$ cat config.mk
export PLATFORM = sky130hd
export DESIGN_NAME = ipif_request_arbiter_flat
export DESIGN_NICKNAME = d
export VERILOG_FILES = /design/src/rtl/ipif_request_arbiter_pkg.sv /design/src/rtl/ipif_request_arbiter_if.sv /design/src/rtl/ipif_request_arbiter_rr_arbiter.sv /design/src/rtl/ipif_request_arbiter.sv /design/src/flat_wrapper.sv
export SDC_FILE = /design/constraint.sdc
export NUM_CORES = 1
export LEC_CHECK = 0
export ABC_AREA = 0
export ABC_CLOCK_PERIOD_IN_PS = 3300
export BUFFER_PORTS_ARGS = -buffer_cell sky130_fd_sc_hd__buf_4
export CAP_MARGIN = 20
export CORE_AREA = 4 4 144 146
export DETAILED_ROUTE_END_ITERATION = 7
export DIE_AREA = 0 0 148 150
export SETUP_SLACK_MARGIN = 0.5
export SLEW_MARGIN = 20
export SYNTH_ARGS = -nofsm -noshare
export SYNTH_HDL_FRONTEND = slang
export SYNTH_HIERARCHICAL = 1
export SYNTH_SLANG_ARGS = --single-unit
$ cat constraint.sdc
create_clock -name clk -period 3.3 [get_ports clk]
set_input_delay 0.33 -clock clk [delete_from_list [all_inputs] [get_ports clk]]
set_output_delay 0.33 -clock clk [all_outputs]
set_load 0.005 [all_outputs]
$ cat src/rtl/ipif_request_arbiter_pkg.sv
// Shared types and helpers for the IPIF request arbiter: FSM states, response
// record and index-width helper.
package ipif_request_arbiter_pkg;

    typedef enum logic [1:0] {
        IDLE,
        BUS,
        GAP
    } state_t;

    // Response data field is sized for the widest supported bus; the top slices it down.
    localparam int RSP_DATA_W = 64;

    typedef struct packed {
        logic                  err;
        logic [RSP_DATA_W-1:0] data;
    } rsp_t;

    // Width of an index over n items, never narrower than one bit.
    function automatic int idx_width(input int n);
        return (n > 1) ? $clog2(n) : 1;
    endfunction

endpackage

$ cat src/rtl/ipif_request_arbiter_if.sv
// IPIF bus between the arbiter (master side) and the register-bank slave.
interface ipif_request_arbiter_if #(
    parameter int DW    = 32,
    parameter int AW    = 32,
    parameter int N_REG = 2
);
    logic [AW-1:0]    IPIF_bus2ip_addr;
    logic [DW-1:0]    IPIF_bus2ip_data;
    logic [N_REG-1:0] IPIF_bus2ip_rdce;
    logic [N_REG-1:0] IPIF_bus2ip_wrce;
    logic             IPIF_bus2ip_wstrb;
    logic [DW-1:0]    IPIF_ip2bus_data;
    logic             IPIF_ip2bus_rdack;
    logic             IPIF_ip2bus_wrack;

    modport master (
        output IPIF_bus2ip_addr, IPIF_bus2ip_data, IPIF_bus2ip_rdce,
               IPIF_bus2ip_wrce, IPIF_bus2ip_wstrb,
        input  IPIF_ip2bus_data, IPIF_ip2bus_rdack, IPIF_ip2bus_wrack
    );

    modport slave (
        input  IPIF_bus2ip_addr, IPIF_bus2ip_data, IPIF_bus2ip_rdce,
               IPIF_bus2ip_wrce, IPIF_bus2ip_wstrb,
        output IPIF_ip2bus_data, IPIF_ip2bus_rdack, IPIF_ip2bus_wrack
    );
endinterface

$ cat src/rtl/ipif_request_arbiter_rr_arbiter.sv
// Combinational round-robin arbiter: picks the first request after the last
// granted index, wrapping, and reports it one-hot and encoded.
module rr_arbiter
    import ipif_request_arbiter_pkg::*;
#(
    parameter int N  = 2,
    parameter int IW = idx_width(N)
) (
    input  logic [N-1:0]  req,
    input  logic [IW-1:0] last,
    output logic [N-1:0]  grant,
    output logic [IW-1:0] grant_idx
);
    logic          found;
    logic [IW-1:0] cand;

    always_comb begin
        grant     = '0;
        grant_idx = '0;
        found     = 1'b0;
        cand      = '0;
        // Scan starts one past the last winner so the last winner is checked last.
        for (int i = 1; i <= N; i++) begin
            cand = IW'((int'(last) + i) % N);
            if (!found && req[cand]) begin
                found       = 1'b1;
                grant[cand] = 1'b1;
                grant_idx   = cand;
            end
        end
    end
endmodule

$ cat src/rtl/ipif_request_arbiter.sv
// Shares one IPIF register-bank slave between N_REQ requesters: round-robin
// grant, word-address CE decode, ack wait with timeout, response to the owner.
module ipif_request_arbiter
    import ipif_request_arbiter_pkg::*;
#(
    parameter int C_S_AXI_DATA_WIDTH = 32,
    parameter int C_S_AXI_ADDR_WIDTH = 32,
    parameter int N_REG              = 2,
    parameter int N_REQ              = 2,
    parameter int TIMEOUT            = 15
) (
    input  logic                                         clk,
    input  logic                                         IPIF_bus2ip_resetn,
    input  logic [N_REQ-1:0]                             req_valid,
    output logic [N_REQ-1:0]                             req_ready,
    input  logic [N_REQ-1:0]                             req_wr,
    input  logic [N_REQ-1:0][C_S_AXI_ADDR_WIDTH-1:0]     req_addr,
    input  logic [N_REQ-1:0][C_S_AXI_DATA_WIDTH-1:0]     req_data,
    output logic [N_REQ-1:0]                             rsp_valid,
    output logic [C_S_AXI_DATA_WIDTH-1:0]                rsp_data,
    output logic                                         rsp_err,
    ipif_request_arbiter_if.master                       ipif
);
    localparam int DW     = C_S_AXI_DATA_WIDTH;
    localparam int AW     = C_S_AXI_ADDR_WIDTH;
    localparam int REQ_IW = idx_width(N_REQ);
    localparam int REG_IW = idx_width(N_REG);
    localparam int TMR_W  = idx_width(TIMEOUT);

    state_t            state_q, state_d;
    logic [REQ_IW-1:0] ptr_q, owner_q, grant_idx;
    logic [N_REQ-1:0]  grant;
    logic              wr_q;
    logic [AW-1:0]     addr_q;
    logic [DW-1:0]     data_q;
    logic [N_REG-1:0]  rdce_q, wrce_q;
    logic              wstrb_q;
    logic [TMR_W-1:0]  timer_q;
    logic [N_REQ-1:0]  rsp_valid_q;
    rsp_t              rsp_q;

    logic              accept, ack_hit, timed_out;
    logic              sel_wr, sel_in_range;
    logic [AW-1:0]     sel_addr;
    logic [DW-1:0]     sel_data;
    logic [AW-3:0]     sel_word;
    logic [N_REG-1:0]  sel_ce;

    rr_arbiter #(.N(N_REQ), .IW(REQ_IW)) u_rr (
        .req       (req_valid),
        .last      (ptr_q),
        .grant     (grant),
        .grant_idx (grant_idx)
    );

    // Decode of the granted request; byte-offset bits are ignored for the CE.
    assign sel_wr       = req_wr[grant_idx];
    assign sel_addr     = req_addr[grant_idx];
    assign sel_data     = req_data[grant_idx];
    assign sel_word     = sel_addr[AW-1:2];
    assign sel_in_range = (sel_word < (AW-2)'(N_REG));
    assign sel_ce       = N_REG'(1) << sel_word[REG_IW-1:0];

    always_ff @(posedge clk) begin
        if (!IPIF_bus2ip_resetn) state_q <= IDLE;
        else                     state_q <= state_d;
    end

    always_comb begin
        state_d   = state_q;
        req_ready = '0;
        accept    = 1'b0;
        ack_hit   = 1'b0;
        timed_out = 1'b0;
        case (state_q)
            IDLE: begin
                req_ready = grant;
                accept    = |grant;
                if (accept) state_d = sel_in_range ? BUS : GAP;
            end
            BUS: begin
                // Only the ack matching the transaction direction completes it.
                ack_hit   = wr_q ? ipif.IPIF_ip2bus_wrack : ipif.IPIF_ip2bus_rdack;
                timed_out = !ack_hit && (timer_q == TMR_W'(TIMEOUT-1));
                if (ack_hit || timed_out) state_d = GAP;
            end
            // Dead cycle absorbs the ack the slave registers from the last CE cycle.
            GAP:     state_d = IDLE;
            default: state_d = IDLE;
        endcase
    end

    always_ff @(posedge clk) begin
        if (!IPIF_bus2ip_resetn) begin
            ptr_q       <= REQ_IW'(N_REQ-1);
            owner_q     <= '0;
            wr_q        <= 1'b0;
            addr_q      <= '0;
            data_q      <= '0;
            rdce_q      <= '0;
            wrce_q      <= '0;
            wstrb_q     <= 1'b0;
            timer_q     <= '0;
            rsp_valid_q <= '0;
            rsp_q       <= '0;
        end else begin
            rsp_valid_q <= '0;
            rsp_q       <= '0;
            if (accept) begin
                ptr_q   <= grant_idx;
                owner_q <= grant_idx;
                wr_q    <= sel_wr;
                addr_q  <= sel_addr;
                data_q  <= sel_data;
                timer_q <= '0;
                if (sel_in_range) begin
                    rdce_q  <= sel_wr ? '0 : sel_ce;
                    wrce_q  <= sel_wr ? sel_ce : '0;
                    wstrb_q <= sel_wr;
                end else begin
                    rsp_valid_q <= grant;
                    rsp_q.err   <= 1'b1;
                end
            end
            if (ack_hit || timed_out) begin
                rdce_q      <= '0;
                wrce_q      <= '0;
                wstrb_q     <= 1'b0;
                rsp_valid_q <= N_REQ'(1) << owner_q;
                rsp_q.err   <= timed_out;
                rsp_q.data  <= (ack_hit && !wr_q) ? RSP_DATA_W'(ipif.IPIF_ip2bus_data) : '0;
            end else if (state_q == BUS) begin
                timer_q <= timer_q + 1'b1;
            end
        end
    end

    assign rsp_valid              = rsp_valid_q;
    assign rsp_err                = rsp_q.err;
    assign rsp_data               = rsp_q.data[DW-1:0];
    assign ipif.IPIF_bus2ip_addr  = addr_q;
    assign ipif.IPIF_bus2ip_data  = data_q;
    assign ipif.IPIF_bus2ip_rdce  = rdce_q;
    assign ipif.IPIF_bus2ip_wrce  = wrce_q;
    assign ipif.IPIF_bus2ip_wstrb = wstrb_q;
endmodule
$ cat src/flat_wrapper.sv
// flat-port wrapper written by rule: the top's interface ports become plain ports
module ipif_request_arbiter_flat import ipif_request_arbiter_pkg::*;
#(
    parameter int C_S_AXI_DATA_WIDTH = 32,
    parameter int C_S_AXI_ADDR_WIDTH = 32,
    parameter int N_REG              = 2,
    parameter int N_REQ              = 2,
    parameter int TIMEOUT            = 15
)
  (clk, IPIF_bus2ip_resetn, req_valid, req_ready, req_wr, req_addr, req_data, rsp_valid, rsp_data, rsp_err, ipif_IPIF_bus2ip_addr, ipif_IPIF_bus2ip_data, ipif_IPIF_bus2ip_rdce, ipif_IPIF_bus2ip_wrce, ipif_IPIF_bus2ip_wstrb, ipif_IPIF_ip2bus_data, ipif_IPIF_ip2bus_rdack, ipif_IPIF_ip2bus_wrack);
  ipif_request_arbiter_if #(.N_REG(N_REG)) ipif_i ();
  input  logic clk;
  input  logic IPIF_bus2ip_resetn;
  input  logic [N_REQ-1:0] req_valid;
  output logic [N_REQ-1:0] req_ready;
  input  logic [N_REQ-1:0] req_wr;
  input  logic [N_REQ-1:0][C_S_AXI_ADDR_WIDTH-1:0] req_addr;
  input  logic [N_REQ-1:0][C_S_AXI_DATA_WIDTH-1:0] req_data;
  output logic [N_REQ-1:0] rsp_valid;
  output logic [C_S_AXI_DATA_WIDTH-1:0] rsp_data;
  output logic rsp_err;
  output wire logic [$bits(ipif_i.IPIF_bus2ip_addr)-1:0] ipif_IPIF_bus2ip_addr;
  output wire logic [$bits(ipif_i.IPIF_bus2ip_data)-1:0] ipif_IPIF_bus2ip_data;
  output wire logic [$bits(ipif_i.IPIF_bus2ip_rdce)-1:0] ipif_IPIF_bus2ip_rdce;
  output wire logic [$bits(ipif_i.IPIF_bus2ip_wrce)-1:0] ipif_IPIF_bus2ip_wrce;
  output wire logic [$bits(ipif_i.IPIF_bus2ip_wstrb)-1:0] ipif_IPIF_bus2ip_wstrb;
  input wire logic [$bits(ipif_i.IPIF_ip2bus_data)-1:0] ipif_IPIF_ip2bus_data;
  input wire logic [$bits(ipif_i.IPIF_ip2bus_rdack)-1:0] ipif_IPIF_ip2bus_rdack;
  input wire logic [$bits(ipif_i.IPIF_ip2bus_wrack)-1:0] ipif_IPIF_ip2bus_wrack;
  assign ipif_IPIF_bus2ip_addr = ipif_i.IPIF_bus2ip_addr;
  assign ipif_IPIF_bus2ip_data = ipif_i.IPIF_bus2ip_data;
  assign ipif_IPIF_bus2ip_rdce = ipif_i.IPIF_bus2ip_rdce;
  assign ipif_IPIF_bus2ip_wrce = ipif_i.IPIF_bus2ip_wrce;
  assign ipif_IPIF_bus2ip_wstrb = ipif_i.IPIF_bus2ip_wstrb;
  assign ipif_i.IPIF_ip2bus_data = ipif_IPIF_ip2bus_data;
  assign ipif_i.IPIF_ip2bus_rdack = ipif_IPIF_ip2bus_rdack;
  assign ipif_i.IPIF_ip2bus_wrack = ipif_IPIF_ip2bus_wrack;
  ipif_request_arbiter #(.C_S_AXI_DATA_WIDTH(C_S_AXI_DATA_WIDTH), .C_S_AXI_ADDR_WIDTH(C_S_AXI_ADDR_WIDTH), .N_REG(N_REG), .N_REQ(N_REQ), .TIMEOUT(TIMEOUT)) u_core (.clk(clk), .IPIF_bus2ip_resetn(IPIF_bus2ip_resetn), .req_valid(req_valid), .req_ready(req_ready), .req_wr(req_wr), .req_addr(req_addr), .req_data(req_data), .rsp_valid(rsp_valid), .rsp_data(rsp_data), .rsp_err(rsp_err), .ipif(ipif_i));
endmodule
Word level (Yosys, flattened, before mapping)
Index checks and enable logic that the tools add are counted.
{ "word_totals": {"register_bits": 113, "out_inout_bits": 106, "elab_cells": 86} }
{ "classes": {"add_sub_neg": 3, "magnitude_cmp": 6, "n_eq_ne": 4, "shift": 2, "mux": 40, "n_bitwise": 2, "reduce_logical": 16} }
{ "op_table": {"columns": ["cell", "count"], "rows": [
  ["two-way mux 32 bit", 5],
  ["two-way mux 65 bit", 1],
  ["< comparator 30 x 2 -> 1 bit, second input constant", 1],
  ["two-way mux 2 bit", 11],
  ["two-way mux 1 bit", 17],
  ["two-way mux 4 bit", 3],
  ["< comparator 1 x 2 -> 1 bit, second input constant", 3],
  ["logical AND 1 bit", 5],
  ["adder 4 x 1 -> 4 bit, second input constant", 1],
  ["equality test 4 bit, second input constant", 1],
  ["inequality test 2 x 1 -> 1 bit, second input constant", 2],
  ["one-hot mux 2 bit (2 select lines)", 1],
  ["AND reduction 2 bit", 2],
  ["OR reduction 2 bit", 2],
  ["<< shifter 1 x 1 -> 2 bit, first input constant", 2],
  ["zero test 1 bit", 3],
  ["AND reduction 3 bit", 1],
  ["adder 1 bit, second input constant", 2],
  ["demux 1 bit (select 1 bit)", 2],
  ["equality test 2 x 1 -> 1 bit, second input constant", 1],
  ["greater-or-equal comparator 1 bit, second input constant", 2],
  ["zero test 2 bit", 1],
  ["logical OR 1 bit", 2],
  ["bitwise OR 2 bit", 1],
  ["NOT 1 bit", 1]
]} }

Logic depth before layout (Yosys ltp)
{ "depth": {"depth_word": 13, "mapped_depth": 7, "depth_no_buf": 7} }

Modules after synthesis
Netlist, hierarchy kept.
{ "modules_own_cells": {"columns": ["module", "n_inst", "cells_each", "area_each_um2", "seq_area_each_um2"], "rows": [
  ["ipif_request_arbiter", 1, 466, 4742.0, 2262.2],
  ["rr_arbiter", 1, 4, 26.3, 0.0]
]} }

Worst setup path before layout
Ideal clock, no wire load.
{ "synth_path": {"path_kind": "in2reg", "start": "input req_valid[1]", "end": "register u_core.data_q[11] (netlist: u_core/ipif.IPIF_bus2ip_data[11])", "arrival_time_ns": 1.721, "required_time_ns": 3.184, "slack_ns": 1.463, "path_stages": 7, "n_path_buf": 3, "cell_sequence": "a21boi_0 > buf_6 > clkbuf_1 > buf_2 > mux2i_1 > nand2_1 > o211a_1"} }
{ "synth_via": {"elab_chain_len": 8, "word_cells_on_any_way": 16, "cone_classes": "mux: 12; bitwise: 1; reduce/logical: 3"} }
{ "synth_lines": {"columns": ["element", "line_no", "text"], "rows": [
  ["from (decl)", "flat_wrapper.sv:14", "input logic [N_REQ-1:0] req_valid;"],
  ["two-way mux 1 bit (not written as such) (2 in a row)", "ipif_request_arbiter_rr_arbiter.sv:25", "if (!found && req[cand]) begin"],
  ["two-way mux 1 bit", "ipif_request_arbiter_rr_arbiter.sv:25", null],
  ["zero test 1 bit", "ipif_request_arbiter_rr_arbiter.sv:25", null],
  ["logical AND 1 bit", "ipif_request_arbiter_rr_arbiter.sv:25", null],
  ["two-way mux 1 bit / two-way mux 2 bit (equally long branches)", "ipif_request_arbiter_rr_arbiter.sv:25", null],
  ["two-way mux 32 bit (not written as such) / OR reduction 2 bit (equally long branches)", "ipif_request_arbiter.sv:59, ipif_request_arbiter.sv:78", null],
  ["two-way mux 32 bit (not written as such) / two-way mux 1 bit (equally long branches)", "ipif_request_arbiter.sv:59, ipif_request_arbiter.sv:75", null],
  ["to (signal assigned)", "ipif_request_arbiter.sv:114", "data_q <= sel_data;"],
  ["to (decl)", "ipif_request_arbiter.sv:35", "logic [DW-1:0] data_q;"]
]} }
Several ways; a longest one is shown, not always the timed one. The select of a mux whose other input is x is not followed.
A chain may end at the register's enable or synchronous reset.

Worst setup path in the final report
{ "layout_path": {"start": "register u_core.ptr_q", "end": "register u_core.rsp_valid_q[1] (netlist: u_core/rsp_valid[1])"} }
{ "layout_via": {"elab_chain_len": 13, "word_cells_on_any_way": 32, "cone_classes": "add/sub: 2; order compare: 5; mux: 19; bitwise: 1; reduce/logical: 5"} }
{ "layout_lines": {"columns": ["element", "line_no", "text"], "rows": [
  ["from (decl)", "ipif_request_arbiter.sv:31", "logic [REQ_IW-1:0] ptr_q, owner_q, grant_idx;"],
  ["from (signal assigned)", "ipif_request_arbiter.sv:95", "ptr_q <= REQ_IW'(N_REQ-1);"],
  ["from (signal assigned)", "ipif_request_arbiter.sv:110", "ptr_q <= grant_idx;"],
  ["adder 1 bit", "ipif_request_arbiter_rr_arbiter.sv:24", "cand = IW'((int'(last) + i) % N);"],
  ["two-way mux 1 bit (not written as such) (2 in a row)", "ipif_request_arbiter_rr_arbiter.sv:25", null],
  ["two-way mux 1 bit", "ipif_request_arbiter_rr_arbiter.sv:25", null],
  ["zero test 1 bit", "ipif_request_arbiter_rr_arbiter.sv:25", null],
  ["logical AND 1 bit", "ipif_request_arbiter_rr_arbiter.sv:25", null],
  ["two-way mux 1 bit *", "ipif_request_arbiter_rr_arbiter.sv:25", null],
  ["net u_core.grant_idx", "ipif_request_arbiter.sv:31", null],
  ["two-way mux 32 bit (not written as such) * (2 in a row)", "ipif_request_arbiter.sv:58", "assign sel_addr = req_addr[grant_idx];"],
  ["< comparator 30 x 2 -> 1 bit *", "ipif_request_arbiter.sv:61", "assign sel_in_range = (sel_word < (AW-2)'(N_REG));"],
  ["two-way mux 2 bit *", "ipif_request_arbiter.sv:116", "if (sel_in_range) begin"],
  ["two-way mux 2 bit *", "ipif_request_arbiter.sv:109", "if (accept) begin"],
  ["two-way mux 2 bit *", "ipif_request_arbiter.sv:125", "if (ack_hit || timed_out) begin"],
  ["to (signal assigned)", "ipif_request_arbiter.sv:121", "rsp_valid_q <= grant;"],
  ["to (signal assigned)", "ipif_request_arbiter.sv:129", "rsp_valid_q <= N_REQ'(1) << owner_q;"],
  ["to (decl)", "ipif_request_arbiter.sv:39", "logic [N_REQ-1:0] rsp_valid_q;"]
]} }
Mark *: on every way through the listed nets, which the timed path passes. The rest lies on a longest branch. The select of a mux whose other input is x is not followed.

==> impl_metrics.csv <==
group,metric,value,unit
run_status,outcome,"finished clean",
synth,synth_flop_cell,"dfxtp_1",
power_and_ir_drop,p_leak,4.04,nW
layout,num-nets-final,903,
layout,drive_gt1_share,43.0,%
clock_network,max-clock-path-buffers,2,
sta,tns,0,ns
critical_path,crit_path_end_kind,"flip-flop",
critical_path,critPathBufInv,1,
sta,rsz0062_at_grt,"no",
clock_network,clk_latency,0.40,ns
synth,ys_seq_area_share,47.4,%
clock_network,clk_pin_slew_worst_paths,0.06,ns
critical_path,cp.required,3.59,ns
hold_path,holdPathStages,2,
synth,syn_area,0.00477,mm²
critical_path,critPathSlowestCell,"mux2i_1",
critical_path,slowest_delay,0.64,ns
critical_path,rrSetupSlack,1.0,ns
floorplanning,die_x,148,µm
power_and_ir_drop,p_seq_share,37.6,%
synth,synth_edf_count,0,
power_and_ir_drop,power_density,528,mW/mm²
critical_path,critPathTopFamily,"multiplexers",
synth,synth_commonest_cells,"113 x dfxtp_1, 72 x nand2_1, 68 x mux2i_1",
floorplanning,core_area,0.0194,mm²
critical_path,critPathLaunchType,"flip-flop",
detailed_routing,drt-initial-drc-count,145,
synth,yosysWarnings,6,
detailed_routing,ant_nets,0,
critical_path,worstSetupPathDepth,5,
clock_network,htree_levels,4,
detailed_routing,vias,4489,
clock_network,cts-resized-gates,0,
synth,synth_area_leaders,"dfxtp_1 47%, mux2i_1 14%, o211a_1 14%, nand2_1 5.7%, and2_1 4.7%",
critical_path,reg2reg_to,"u_core/rsp_valid[1]$_SDFF_PN0_",
hold_path,hold_path_startpoint,"ipif_IPIF_ip2bus_data[2]",
synth,yosysTopAreaCellShare,47.4,%
clock_network,postCtsSetupRepairBufs,0,
power_and_ir_drop,clkPwrFrac,45.2,%
synth,synth.distinct_cells,34,
sta,slew_violations,0,
layout,fin_area,0.00767,mm²
clock_network,root_buffer,"clkbuf_16",
sta,setup-violations-final,0,
layout,num_antenna_cells,0,
floorplanning,fp.dieH,150,µm
clock_network,cts_hold_buf,0,
power_and_ir_drop,p_sw_share,25.7,%
critical_path,arrival,2.60,ns
detailed_routing,drc,0,
detailed_routing,wire_per_inst,15.4,µm
layout,nFillCells,2016,
power_and_ir_drop,p_sw,0.00104,W
power_and_ir_drop,comb_power_share,17.2,%
flow_run,drv_cap,0,
placement,dpl_cell_area,0.00708,mm²
global_routing,grt_max_degree,138,
power_and_ir_drop,power.internal,0.00301,W
global_routing,grt_pass1_wl,23.3,mm
clock_network,cts_tree,"yes",
detailed_routing,wl,15.5,mm
sta,fin_ws,0.999,ns
critical_path,cp-startpoint,"u_core/ptr_q$_SDFFE_PN1P_",
synth,yosys_register_bits,113,
sta,max_freq,435,MHz
hold_path,hp-class,"in2reg",
critical_path,path_cells,"a21boi_4 > buf_4 > mux2i_1 > nand2_1 > a32o_1",
placement,dpl.cell_count,979,
floorplanning,rows,51,
global_routing,antenna_found_initial,0,
synth,synthArstFlopShare,0,%
layout,area_growth,61.0,%
synth,synth_area_leader_cell,"dfxtp_1",
sta,min_period_over_period,69.7,%
clock_network,cts_made_buffers,17,
layout,fin_cells,1011,
critical_path,regToRegStartpoint,"u_core/ptr_q$_SDFFE_PN1P_",
placement,dp_slack,0.900,ns
floorplanning,die_area,0.0222,mm²
sta,hold_viol,0,
sta,tightest_slew,0.686,ns
critical_path,r2r_cells,5,
hold_path,hold_path_end,"u_core/rsp_data[2]$_SDFF_PN0_",
power_and_ir_drop,irDropWorstVdd,0.319,mV
detailed_routing,drt_first_pass_iters,4,
placement,dp_hpwl,11.6,mm
synth,syn_avg_cell_area,10.1,µm²
synth,postSynthCellCount,470,
sta,period_needed,2.30,ns
global_routing,grt_overflow,0,
placement,io_buffers,273,
sta,whs,0.123,ns
global_routing,track_usage,13.3,%
global_routing,grt_pass1_vias,4488,
synth,synth_most_common_cell,"dfxtp_1",
floorplanning,boundaryPins,274,
critical_path,crit_fanout,19,
sta,slew_headroom,53.0,%
floorplanning,start_util,24.6,%
critical_path,critPathKind,"reg2reg",
synth,syn_nets,640,
sta,fin_worst_skew,0.00563,ns
clock_network,cts.sinks,113,
placement,place_congestion,0.828,
detailed_routing,vias_per_cell,4.44,
[final cells by class]
class | count | area (µm²) | share of cell area (%)
Multi-Input combinational cell | 319 | 2370 | 30.8
Sequential cell | 113 | 2260 | 29.5
Timing Repair Buffer | 279 | 2110 | 27.5
Clock buffer | 18 | 439 | 5.72
Tap cell | 265 | 332 | 4.32
Clock inverter | 14 | 156 | 2.04
Inverter | 3 | 11.3 | 0.147
[flip-flops by register name (all words and copies together) (netlist names)]
register,count
u_core/rsp_data,32
u_core/timer_q,4
u_core/ipif.IPIF_bus2ip_wrce,2
u_core/ptr_q,1
u_core/wr_q,1
u_core/ipif.IPIF_bus2ip_rdce,2
u_core/state_q,2
u_core/ipif.IPIF_bus2ip_addr,32
u_core/ipif.IPIF_bus2ip_data,32
u_core/owner_q,1
u_core/ipif.IPIF_bus2ip_wstrb,1
u_core/rsp_valid,2
u_core/rsp_err,1
[kinds of logic (layout without fill, tap and decap cells)]
logic type               count (synthesis)  count (layout)  share of synthesized area [%]
AND/OR/NAND/NOR                        152             152                           16.1
flip-flops                             113             113                           47.4
AO/OA/AOI/OAI                           95              95                           17.8
buffers and inverters                   38             314                           3.31
multiplexers                            70              70                           14.7
adder cells (fa/ha/maj)                  2               2                          0.525
[layer usage]
metal | global-route usage [%] | vias to the layer above | wire length, µm
met4 | 3.88 | 0 | 138
li1 | - | 2223 | -
met3 | 5.03 | 9 | 1160
met5 | 0 | - | 0
met1 | 15.4 | 2107 | 6490
met2 | 22.8 | 150 | 7750
[worst max path at each step]
| stage | to | slack, ns |
|---|---|---|
| final | u_core/rsp_valid[1]$_SDFF_PN0_ | 1.0 |
| after global routing | u_core/rsp_valid[1]$_SDFF_PN0_ | 0.88 |
| after global placement | u_core/rsp_valid[1]$_SDFF_PN0_ | 0.90 |
| after detailed placement | u_core/rsp_valid[1]$_SDFF_PN0_ | 0.90 |
| after floorplan | u_core/ipif.IPIF_bus2ip_data[11]$_SDFFE_PN0P_ | 1.46 |
| after CTS | u_core/rsp_valid[1]$_SDFF_PN0_ | 0.97 |
[metrics by stage]
step | utilization (%) | power [W]
after floorplan | - | 0.00186
after global placement | 36.5 | 0.00226
after detailed placement | 36.5 | 0.00226
after CTS | 39.6 | 0.00413
after global routing | 39.6 | 0.00426
final | 39.6 | 0.00405
[worst register-to-register path, cell delays in order (launching register included)]
cell and delay (ns):
dfxtp_1 0.35, a21boi_4 0.28, buf_4 0.36, mux2i_1 0.66
nand2_1 0.24, a32o_1 0.31
[cells in the final DEF (no fill, tap or decap), types with 2 or more instances in the layout]
cell        count
buf_4         278
dfxtp_1       113
nand2_1        72
mux2i_1        68
o211a_1        66
and2_1         36
clkbuf_16      17
nor4_1         11
o21ai_0        10
nor2_1          7
a21oi_1         7
nand3_1         6
nand4_1         5
clkinv_4        4
clkinvlp_4      3
inv_1           3
nor3_1          3
a31o_2          3
a21boi_0        3
clkinv_2        2
inv_6           2
bufinv_16       2
mux2_2          2
and3_1          2
nor3b_1         2
nand4b_1        2
nor2b_1         2
ha_1            2
[power by group through the flow]
stage	Combinational [W]	Sequential (W)	Clock [W]
final	0.000697	0.00152	0.00183
after global routing	0.000765	0.00154	0.00195
after CTS	0.000711	0.00153	0.00190
after detailed placement	0.000709	0.00155	0
after global placement	0.000707	0.00155	0
after floorplan	0.000304	0.00156	0
No activity file was read; power rests on OpenSTA's default activity.
